`src/rtl/snn_stoch_pkg.sv`:
```
// Shared definitions for stochastic-stream readback blocks: FSM encoding and
// the saturating ones-count to fraction scaler.
package snn_stoch_pkg;

    localparam int ND_DEF = 8;

    typedef enum logic [0:0] {
        ST_IDLE  = 1'b0,
        ST_ACCUM = 1'b1
    } stoch_state_e;

    // A full window of ones would need one more bit than the output holds, so it
    // clamps to all-ones instead of wrapping to zero.
    function automatic logic [31:0] sat_scale(input logic [31:0] ones,
                                              input int          win_log2,
                                              input int          nd);
        logic [31:0] full;
        full = 32'd1 << win_log2;
        if (ones >= full)
            sat_scale = (32'd1 << nd) - 32'd1;
        else
            sat_scale = ones >> (win_log2 - nd);
    endfunction

endpackage

```
`src/rtl/stch_ones_counter.sv`:
```
// EN-qualified window sample counter plus ones accumulator; flags the last
// sample of each 2^WIN_LOG2 window and exposes the count including that sample.
module stch_ones_counter #(
    parameter int WIN_LOG2 = 8
) (
    input  logic                clk_i,
    input  logic                rst_i,
    input  logic                clr_i,
    input  logic                en_i,
    input  logic                s_i,
    output logic [WIN_LOG2:0]   ones_sum_o,
    output logic                last_o
);

    localparam logic [WIN_LOG2-1:0] CNT_MAX = '1;

    logic [WIN_LOG2-1:0] cnt_q, cnt_d;
    logic [WIN_LOG2:0]   ones_q, ones_d;

    assign last_o     = en_i && (cnt_q == CNT_MAX);
    assign ones_sum_o = ones_q + (WIN_LOG2+1)'(en_i & s_i);

    // Clearing on the last sample lets the next window start on the very next cycle.
    always_comb begin
        cnt_d  = cnt_q;
        ones_d = ones_q;
        if (clr_i || last_o) begin
            cnt_d  = '0;
            ones_d = '0;
        end else if (en_i) begin
            cnt_d  = cnt_q + WIN_LOG2'(1);
            ones_d = ones_sum_o;
        end
    end

    always_ff @(posedge clk_i) begin
        if (rst_i) begin
            cnt_q  <= '0;
            ones_q <= '0;
        end else begin
            cnt_q  <= cnt_d;
            ones_q <= ones_d;
        end
    end

endmodule

```
`src/rtl/stch2dec_counter.sv`:
```
// Stochastic-to-decimal converter: counts ones over a window of enabled samples
// and reports the fraction ones/2^WIN_LOG2 scaled to ND bits.
module stch2dec_counter
    import snn_stoch_pkg::*;
#(
    parameter int ND       = ND_DEF,
    parameter int WIN_LOG2 = 8,
    parameter int CONT     = 0
) (
    input  logic          CLK,
    input  logic          INIT,
    input  logic          START,
    input  logic          EN,
    input  logic          S,
    output logic [ND-1:0] D,
    output logic          VALID,
    output logic          BUSY
);

    if (WIN_LOG2 < ND || WIN_LOG2 < 1 || ND < 1) begin : g_bad_params
        $error("stch2dec_counter: need 1 <= ND <= WIN_LOG2");
    end

    stoch_state_e        state_q, state_d;
    logic [ND-1:0]       d_q, d_d;
    logic                valid_q, valid_d;
    logic                cnt_en, cnt_clr, last;
    logic [WIN_LOG2:0]   ones_sum;

    assign cnt_en  = EN && (state_q == ST_ACCUM);
    assign cnt_clr = (state_q == ST_IDLE);

    stch_ones_counter #(
        .WIN_LOG2 (WIN_LOG2)
    ) u_cnt (
        .clk_i      (CLK),
        .rst_i      (INIT),
        .clr_i      (cnt_clr),
        .en_i       (cnt_en),
        .s_i        (S),
        .ones_sum_o (ones_sum),
        .last_o     (last)
    );

    always_comb begin
        state_d = state_q;
        d_d     = d_q;
        valid_d = 1'b0;
        case (state_q)
            ST_IDLE: begin
                if (START) state_d = ST_ACCUM;
            end
            ST_ACCUM: begin
                if (last) begin
                    valid_d = 1'b1;
                    d_d     = ND'(sat_scale(32'(ones_sum), WIN_LOG2, ND));
                    if (CONT == 0) state_d = ST_IDLE;
                end
            end
            default: state_d = ST_IDLE;
        endcase
    end

    always_ff @(posedge CLK) begin
        if (INIT) begin
            state_q <= ST_IDLE;
            d_q     <= '0;
            valid_q <= 1'b0;
        end else begin
            state_q <= state_d;
            d_q     <= d_d;
            valid_q <= valid_d;
        end
    end

    assign D     = d_q;
    assign VALID = valid_q;
    assign BUSY  = (state_q == ST_ACCUM);

endmodule
```
`config.mk`:
```
export PLATFORM = sky130hd
export DESIGN_NAME = stch2dec_counter
export DESIGN_NICKNAME = d
export VERILOG_FILES = /design/src/rtl/snn_stoch_pkg.sv /design/src/rtl/stch_ones_counter.sv /design/src/rtl/stch2dec_counter.sv
export SDC_FILE = /design/constraint.sdc
export NUM_CORES = 1
export LEC_CHECK = 0
export ABC_AREA = 1
export BUFFER_PORTS_ARGS = -buffer_cell sky130_fd_sc_hd__clkbuf_2
export CAP_MARGIN = 15
export CORE_UTILIZATION = 30
export DETAILED_ROUTE_END_ITERATION = 10
export GPL_TIMING_DRIVEN = 0
export PLACE_DENSITY_LB_ADDON = 0.1
export SLEW_MARGIN = 20
export SYNTH_ARGS = -nofsm -noshare
export SYNTH_HDL_FRONTEND = slang
export SYNTH_SLANG_ARGS = --single-unit
```
`constraint.sdc`:
```
create_clock -name CLK -period 5.3 [get_ports CLK]
set_input_delay 1.06 -clock CLK [delete_from_list [all_inputs] [get_ports CLK]]
set_output_delay 1.06 -clock CLK [all_outputs]
set_load 0.005 [all_outputs]
```
---- Word level (Yosys, flattened, before mapping) ----
Cells that the tools add are included.
storage, ports and cells
  bits in registers ....................... 27
  input bits .............................. 5
  output and inout bits ................... 10
  word-level logic and storage cells ...... 22
operators by class
  add/sub/neg operators ................... 2
  $lt $le $gt $ge ......................... 1
  equality and inequality tests ........... 1
  mux-type cells .......................... 5
  bitwise logic cells ..................... 2
  reductions and logical operators ........ 6
operators by type and width
  kind                   count
  $add A9 B1 Y9          1
  $ge A9 B9 Y1 const B   1
  $add A8 B1 Y8 const B  1
  $eq A8 B8 Y1 const B   1
  $mux W8                1
  $reduce_or A2 Y1       2
  $mux W1                3
  $logic_and A1 B1 Y1    2
  $pmux W1 S2            1
  $reduce_and A2 Y1      1
  $and A1 B1 Y1          1
  $logic_or A1 B1 Y1     1
  $not A1 Y1             1

---- Logic depth before layout (Yosys ltp) ----
Gate-level depths: netlist of the first run.
  depth after elaboration ................. 5
  gate-level depth with buffers ........... 14
  depth with buffers taken out ............ 12

---- Hierarchy ----
A second synthesis of the first run with hierarchy kept.
second synthesis, totals
  cells, all modules ...................... 203
  area, all modules ....................... 1,350.0 um2
modules (own cells, without submodules)
  module             times used  cells each  area an instance (um2)  sequential area each (um2)
  stch_ones_counter  1           143         928.4                   340.3
  stch2dec_counter   1           60          421.7                   200.2

---- Least setup slack after synthesis of the first run ----
OpenSTA, ideal clock, no wires.
  kind .................................... input -> register
  start ................................... input port EN
  end ..................................... register d_q[0], in the netlist D[0]
  library setup time ...................... 117 ps
  arrival time ............................ 2,524 ps
  data required time ...................... 5,183 ps
  slack ................................... 2,659 ps
  stages .................................. 13
  path buffers ............................ 2
  cell sequence ........................... nand2_2 buf_6 buf_2 nor2_1 ha_1 ha_1 nand2_1 nor2_1 nand2_1 nand2_1 nand3_4 nor2_1 nor2_1
between the ends
  longest elaborated chain between the ends .. 5
  elaborated cells between the ends (all ways) .. 7
  those cells by class .................... add/sub: 1; order compare: 1; mux: 1; bitwise: 1; reduce/logical: 3
ends and longest elaborated chain
  what                     RTL line                 RTL
  start: declaration       stch2dec_counter.sv:13   input logic EN,
  $logic_and A1 B1 Y1 (*)  stch2dec_counter.sv:30   assign cnt_en = EN && (state_q == ST_ACCUM);
  $and A1 B1 Y1            stch_ones_counter.sv:21  assign ones_sum_o = ones_q + (WIN_LOG2+1)'(en_i & s_i);
  $add A9 B1 Y9            stch_ones_counter.sv:21
  $ge A9 B9 Y1             snn_stoch_pkg.sv:19      if (ones >= full)
  $mux W8                  snn_stoch_pkg.sv:19
  end signal: assignment   stch2dec_counter.sv:67   d_q <= '0;
  end signal: assignment   stch2dec_counter.sv:71   d_q <= d_d;
  end: declaration         stch2dec_counter.sv:25   logic [ND-1:0] d_q, d_d;
Mark *: on every way between the ends. The rest lies on a longest branch, timed or not.
A chain may end at the register's enable or synchronous reset.

---- Worst setup path after layout of the first run ----
  start ................................... input port EN
  end ..................................... register d_q[7], in the netlist D[7]
The elaborated chain is that of the path after synthesis.

==> metrics.yaml, run 1 <==
crit_required_ps: 5490
internal_power_w: 0.000264
vias: 1189
synth_top_area_share_pct: 40.3
min_period_over_period_pct: 50.9
synthFlopType: "dfxtp_1"
fin_nets: 211
die_w_um: 68.9
cts.sinks: 27
status: "completed"
hpwl_um: 2190
area_delta_synth_final_pct: 13.5
tightest_slew_ps: 311
period_needed_ps: 2700
slew_headroom_pct: 79.1
h-tree-depth: 1
drc_errors: 0
root_buffer: "clkbuf_8"
max_cap_violations: 0
fmax_ghz: 0.371
setup_viol: 0
critPathLaunchType: "input port"
grt_pass1_vias: 1116
synth_area_um2: 1340
rows: 23
synth_area_leaders: "dfxtp_1 40%, nand2_1 13%, nor2_1 8.4%"
io_pins: 15
power_density_nw_per_um2: 230
coreArea_um2: 4140
viasPerCell: 4.72
grt_pass1_wl_um: 4890
hp-class: "reg -> reg"
place_congestion: 0.810
insertion_delay_ps: 280
wl_um: 2920
cts_tree: "built"
ys_async_sr_fraction_pct: 0
postSynthCellCount: 184
portBuffers: 14
drt_first_pass_iters: 4
path_clk_slew_ps: 110
irDropWorstVdd_v: 0.0000743
seq_area_frac_synth_pct: 40.3
initial_core_util_pct: 32.4
slew_viol_final: 0
cts_resized: 0
grt_max_degree: 17
worstPathMaxFanout: 10
grt_overflow: 0
p_total_w: 0.000350
setup.worst_path.end_class: "register"
fin_tns_setup_ps: 0
dieArea_um2: 4750
pwr-share-clk_pct: 35.3
die_h_um: 68.9
avgRoutedWirePerCell_um: 11.6
switching_share_pct: 24.6
cts_setup_buffers: 0
netSwitchingPower_w: 0.0000860
syn_nets: 192
yosysTopAreaCell: "dfxtp_1"
ys_top_cells_by_count: "47 x nand2_1, 30 x nor2_1, 27 x dfxtp_1"
avgSynthCellArea_um2: 7.30
skew_ps: 12.0
synth.most_common_cell: "nand2_1"
power.share.combinational_pct: 5.9
grt.total_usage_pct: 14.4
num_antenna_cells: 0
synth_cell_types: 26
cts_hold_buf: 0
p_leak_nw: 0.623
yosysWarnings: 0
synth_edf_count: 0
arrival_ps: 2890
grt_setup_unrepaired: "false"
drive_gt1_share_pct: 16.8
dr.first_iter.drc_count: 37
grt_antenna_before_repair: 0
hold_viol_final: 0
clockBufferDepth: 2
ys_ff_latch: 27
antenna_left: 0
path_class: "in -> reg"
cts_inserted_buffers: 3
seq_power_share_pct: 58.8
## area by class of cell
cell class                      instances  area (um^2)
Fill cell                             462         2620
Clock buffer                            3         41.3
Sequential cell                        27          541
Tap cell                               50         62.6
Timing Repair Buffer                   14         70.1
Multi-Input combinational cell        137          711
Inverter                               17         63.8
Clock inverter                          1         7.51
Buffer                                  3         27.5
## critical path, stage by stage
cell and delay (ps):
clkbuf_2 80, nand2_2 70, buf_6 160, buf_2 190
nor2_1 110, ha_1 170, ha_1 200, nand2_1 90
nor2_1 200, nand2_1 110, nand2_1 130, nand3_4 120
nor2_1 120, nor2_1 40
## state kept, by name, indices dropped and copies added, names as in the netlist
signal	count
u_cnt.ones_q	9
VALID	1
D	8
u_cnt.cnt_q	8
BUSY	1
## cells by family (layout without fill, tap and decap cells)
| family | after synthesis | in the layout | share of synthesized area, % |
|---|---|---|---|
| AO/OA/AOI/OAI | 23 | 23 | 8.95 |
| XOR/XNOR | 5 | 5 | 3.26 |
| adder cells (fa/ha/maj) | 3 | 3 | 2.80 |
| buffers and inverters | 20 | 38 | 6.80 |
| flip-flops | 27 | 27 | 40.3 |
| AND/OR/NAND/NOR | 106 | 106 | 37.9 |
## placed cells by master, fill, tap and decap left out
master,synthesis,final
nor3_1,1,1
nand2_1,47,47
clkbuf_2,0,14
ha_1,3,3
nor3_2,1,1
nand4_1,2,2
nand3_4,1,1
nand2_2,5,5
dfxtp_1,27,27
clkinv_1,1,1
nand3b_1,1,1
nor2_2,1,1
a21oi_1,14,14
nand3_1,11,11
nand3_2,2,2
buf_2,1,1
clkbuf_8,0,3
buf_6,2,2
o21bai_1,2,2
xor2_1,3,3
xnor2_1,2,2
nor3_4,1,1
nor2_1,30,30
clkinvlp_4,0,1
nor2_8,1,1
o21ai_0,7,7
nor3b_1,1,1
nor2_4,1,1
inv_1,16,16
## power by group through the flow
| stage | Clock [W] | Combinational [W] | Sequential (W) |
|---|---|---|---|
| after global placement | 0 | 0.0000212 | 0.000210 |
| after detailed placement | 0 | 0.0000211 | 0.000211 |
| after CTS | 0.000129 | 0.0000212 | 0.000206 |
| after floorplan | 0 | 0.0000134 | 0.000210 |
| final | 0.000124 | 0.0000206 | 0.000206 |
| after global routing | 0.000137 | 0.0000229 | 0.000206 |
## routing by layer
metal,global-route usage [%],up-vias,part of all wire [%]
met1,17.5,548,49
met5,0,-,0
li1,-,621,-
met2,25.2,16,46
met3,2.47,4,2.7
met4,5.36,0,1.5
## per-stage QoR
stage          utilization [%]  hold slack, ps  cell area, um^2  setup slack (ps)  cells
2_1_floorplan                -             443             1340              2660    184
3_3_place_gp              35.6             456             1480              2290    248
3_5_place_dp              35.6             463             1480              2290    248
4_1_cts                   36.8             476             1520              2590    252
5_1_grt                   36.8             500             1520              2390    252
6_report                  36.8             476             1520              2600    252
## path summary, 6_finish.rpt
path,from,endpoint,slack (ps),cells after the start
hold reg to reg,u_cnt.ones_q[0],u_cnt.ones_q[0],480,2
setup reg to reg,BUSY,D[7],2980,13
setup / recovery,EN,D[7],2600,14
hold / removal,u_cnt.ones_q[0],u_cnt.ones_q[0],480,2
Power figures use the tool's default switching activity.
==> inputs of run 2 (changes only) <==
==> constraint.sdc (replaced) <==
create_clock -name CLK -period 2.2 [get_ports CLK]
set_input_delay 0.44 -clock CLK [delete_from_list [all_inputs] [get_ports CLK]]
set_output_delay 0.44 -clock CLK [all_outputs]
set_load 0.005 [all_outputs]
==> run 2 against run 1 <==
Non-clock buffer count is 1 lower. Worst setup slack worse by 2400 ps. Power is 140% higher. Clock skew is 5.9 ps higher. Via count is 0.34% higher. Critical path depth is 2 lower. Combinational power is 130% higher. Clock power is 140% higher. Die area stayed put. Hold slack worse by 120 ps. Largest cell class unchanged. Highest routed layer unchanged.
==> metrics.yaml, run 2 (synthesis gave the netlist of run 1 again) <==
status: "completed"
grt_pass1_wl_um: 4890
root_buffer: "clkbuf_8"
worstPathMaxFanout: 19
cts_tree: "built"
fmax_ghz: 0.513
dieArea_um2: 4750
layout_common_cells: "46 x nand2_1, 28 x nor2_1, 26 x dfxtp_1, 16 x inv_1"
holdWs_ps: 352
period_needed_ps: 1950
antenna_left: 0
whs_endpoint: "BUSY"
coreArea_um2: 4140
min_period_over_period_pct: 88.6
area_delta_synth_final_pct: 14.5
insertion_delay_ps: 290
cts.sinks: 27
viasPerCell: 4.75
h-tree-depth: 1
rr_startpoint: "BUSY"
slew_headroom_pct: 79.0
largest_reg_flops: 9
setup_viol: 0
fin_util_pct: 37.1
portBuffers: 14
fin_ws_ps: 251
skew_ps: 17.8
grt_antenna_before_repair: 0
reg2regPathDepth: 12
crit_required_ps: 2390
place_congestion: 0.810
avgRoutedWirePerCell_um: 11.5
p_total_w: 0.000846
drc_errors: 0
path_class: "reg -> reg"
top_register: "u_cnt.ones_q"
critPathLaunchType: "register"
initial_core_util_pct: 32.4
r2r-end: "D[7]"
hold_path_depth: 3
max_cap_violations: 0
hold_viol_final: 0
hp-class: "in -> reg"
slew_viol_final: 0
p_leak_nw: 0.618
die_h_um: 68.9
dp_slack_ps: -190
rrSetupSlack_ps: 250
fin_nets: 210
drive_gt1_share_pct: 18.9
dp_cells: 248
fin_cells: 251
grt_pass1_vias: 1116
wl_um: 2890
grt_overflow: 0
irDropWorstVdd_v: 0.000178
hpwl_um: 2190
cts_inserted_buffers: 3
die_w_um: 68.9
setup.worst_path.end_class: "register"
grt.total_usage_pct: 14.4
drt_first_pass_iters: 5
power_density_nw_per_um2: 550
grt_setup_unrepaired: "false"
final_common_cell: "nand2_1"
tightest_slew_ps: 313
vias: 1193
arrival_ps: 2140
startpoint: "BUSY"
cts_setup_buffers: 0
clockBufferDepth: 2
dr.first_iter.drc_count: 25
num_antenna_cells: 0
rows: 23
path_clk_slew_ps: 110
grt_max_degree: 17
hp-start: "START"
io_pins: 15
## run 2: cell count changes in the layout (fill, tap and decap cells not counted)
cell     before  now
buf_2         1    0
dfxtp_1      27   26
dfxtp_4       0    1
ha_1          3    2
nor2_4        1    2
nor2_2        1    2
nand2_2       5    6
nand2_1      47   46
ha_2          0    1
nor2_1       30   28
## run 2: worst max path at each step
| stage | endpoint | cells past startpoint |
|---|---|---|
| 2_1_floorplan | D[0] | 13 |
| 3_3_place_gp | D[3] | 14 |
| 3_5_place_dp | D[1] | 14 |
| 4_1_cts | D[1] | 13 |
| 5_1_grt | D[7] | 12 |
| 6_report | D[7] | 12 |
## run 2: power breakdown
part / switching (W) / internal, W
clock network: 0.000173 / 0.000129
logic: 0.0000332 / 0.0000150
registers: 0.00000424 / 0.000492
total: 0.000210 / 0.000636
## run 2: area by class of cell
| type | count | area, um^2 |
|---|---|---|
| Fill cell | 458 | 2610 |
| Multi-Input combinational cell | 137 | 726 |
| Sequential cell | 27 | 544 |
| Timing Repair Buffer | 14 | 70.1 |
| Inverter | 17 | 63.8 |
| Tap cell | 50 | 62.6 |
| Clock buffer | 3 | 41.3 |
| Buffer | 2 | 22.5 |
| Clock inverter | 1 | 7.51 |
## run 2: timing repair
action	CTS	global route
endpoints found under the setup margin	9	10
resized for setup	3	4
hold buffers	0	0
hold endpoints to repair	0	0
## run 2: metal layers
layer | track usage, % | up-vias | wire length [um]
met5 | 0 | - | 0
met4 | 5.36 | 0 | 45
met3 | 2.47 | 4 | 92
met2 | 25.2 | 19 | 1330
met1 | 17.5 | 552 | 1430
li1 | - | 618 | -
## run 2: critical path: stages (launching register included)
cell	delay (ps)
dfxtp_4	390
nand2_2	80
buf_6	180
nor2_1	100
ha_1	170
ha_2	200
nand2_1	120
nor2_4	130
nand2_1	100
nand2_2	100
nand3_4	110
nor2_1	120
nor2_1	40
## run 2: metrics by stage
step                cell area, um^2  TNS [ps]
floorplan                      1340         0
finish                         1540         0
detailed placement             1480     -1350
CTS                            1530         0
global placement               1480     -1340
global route                   1540         0
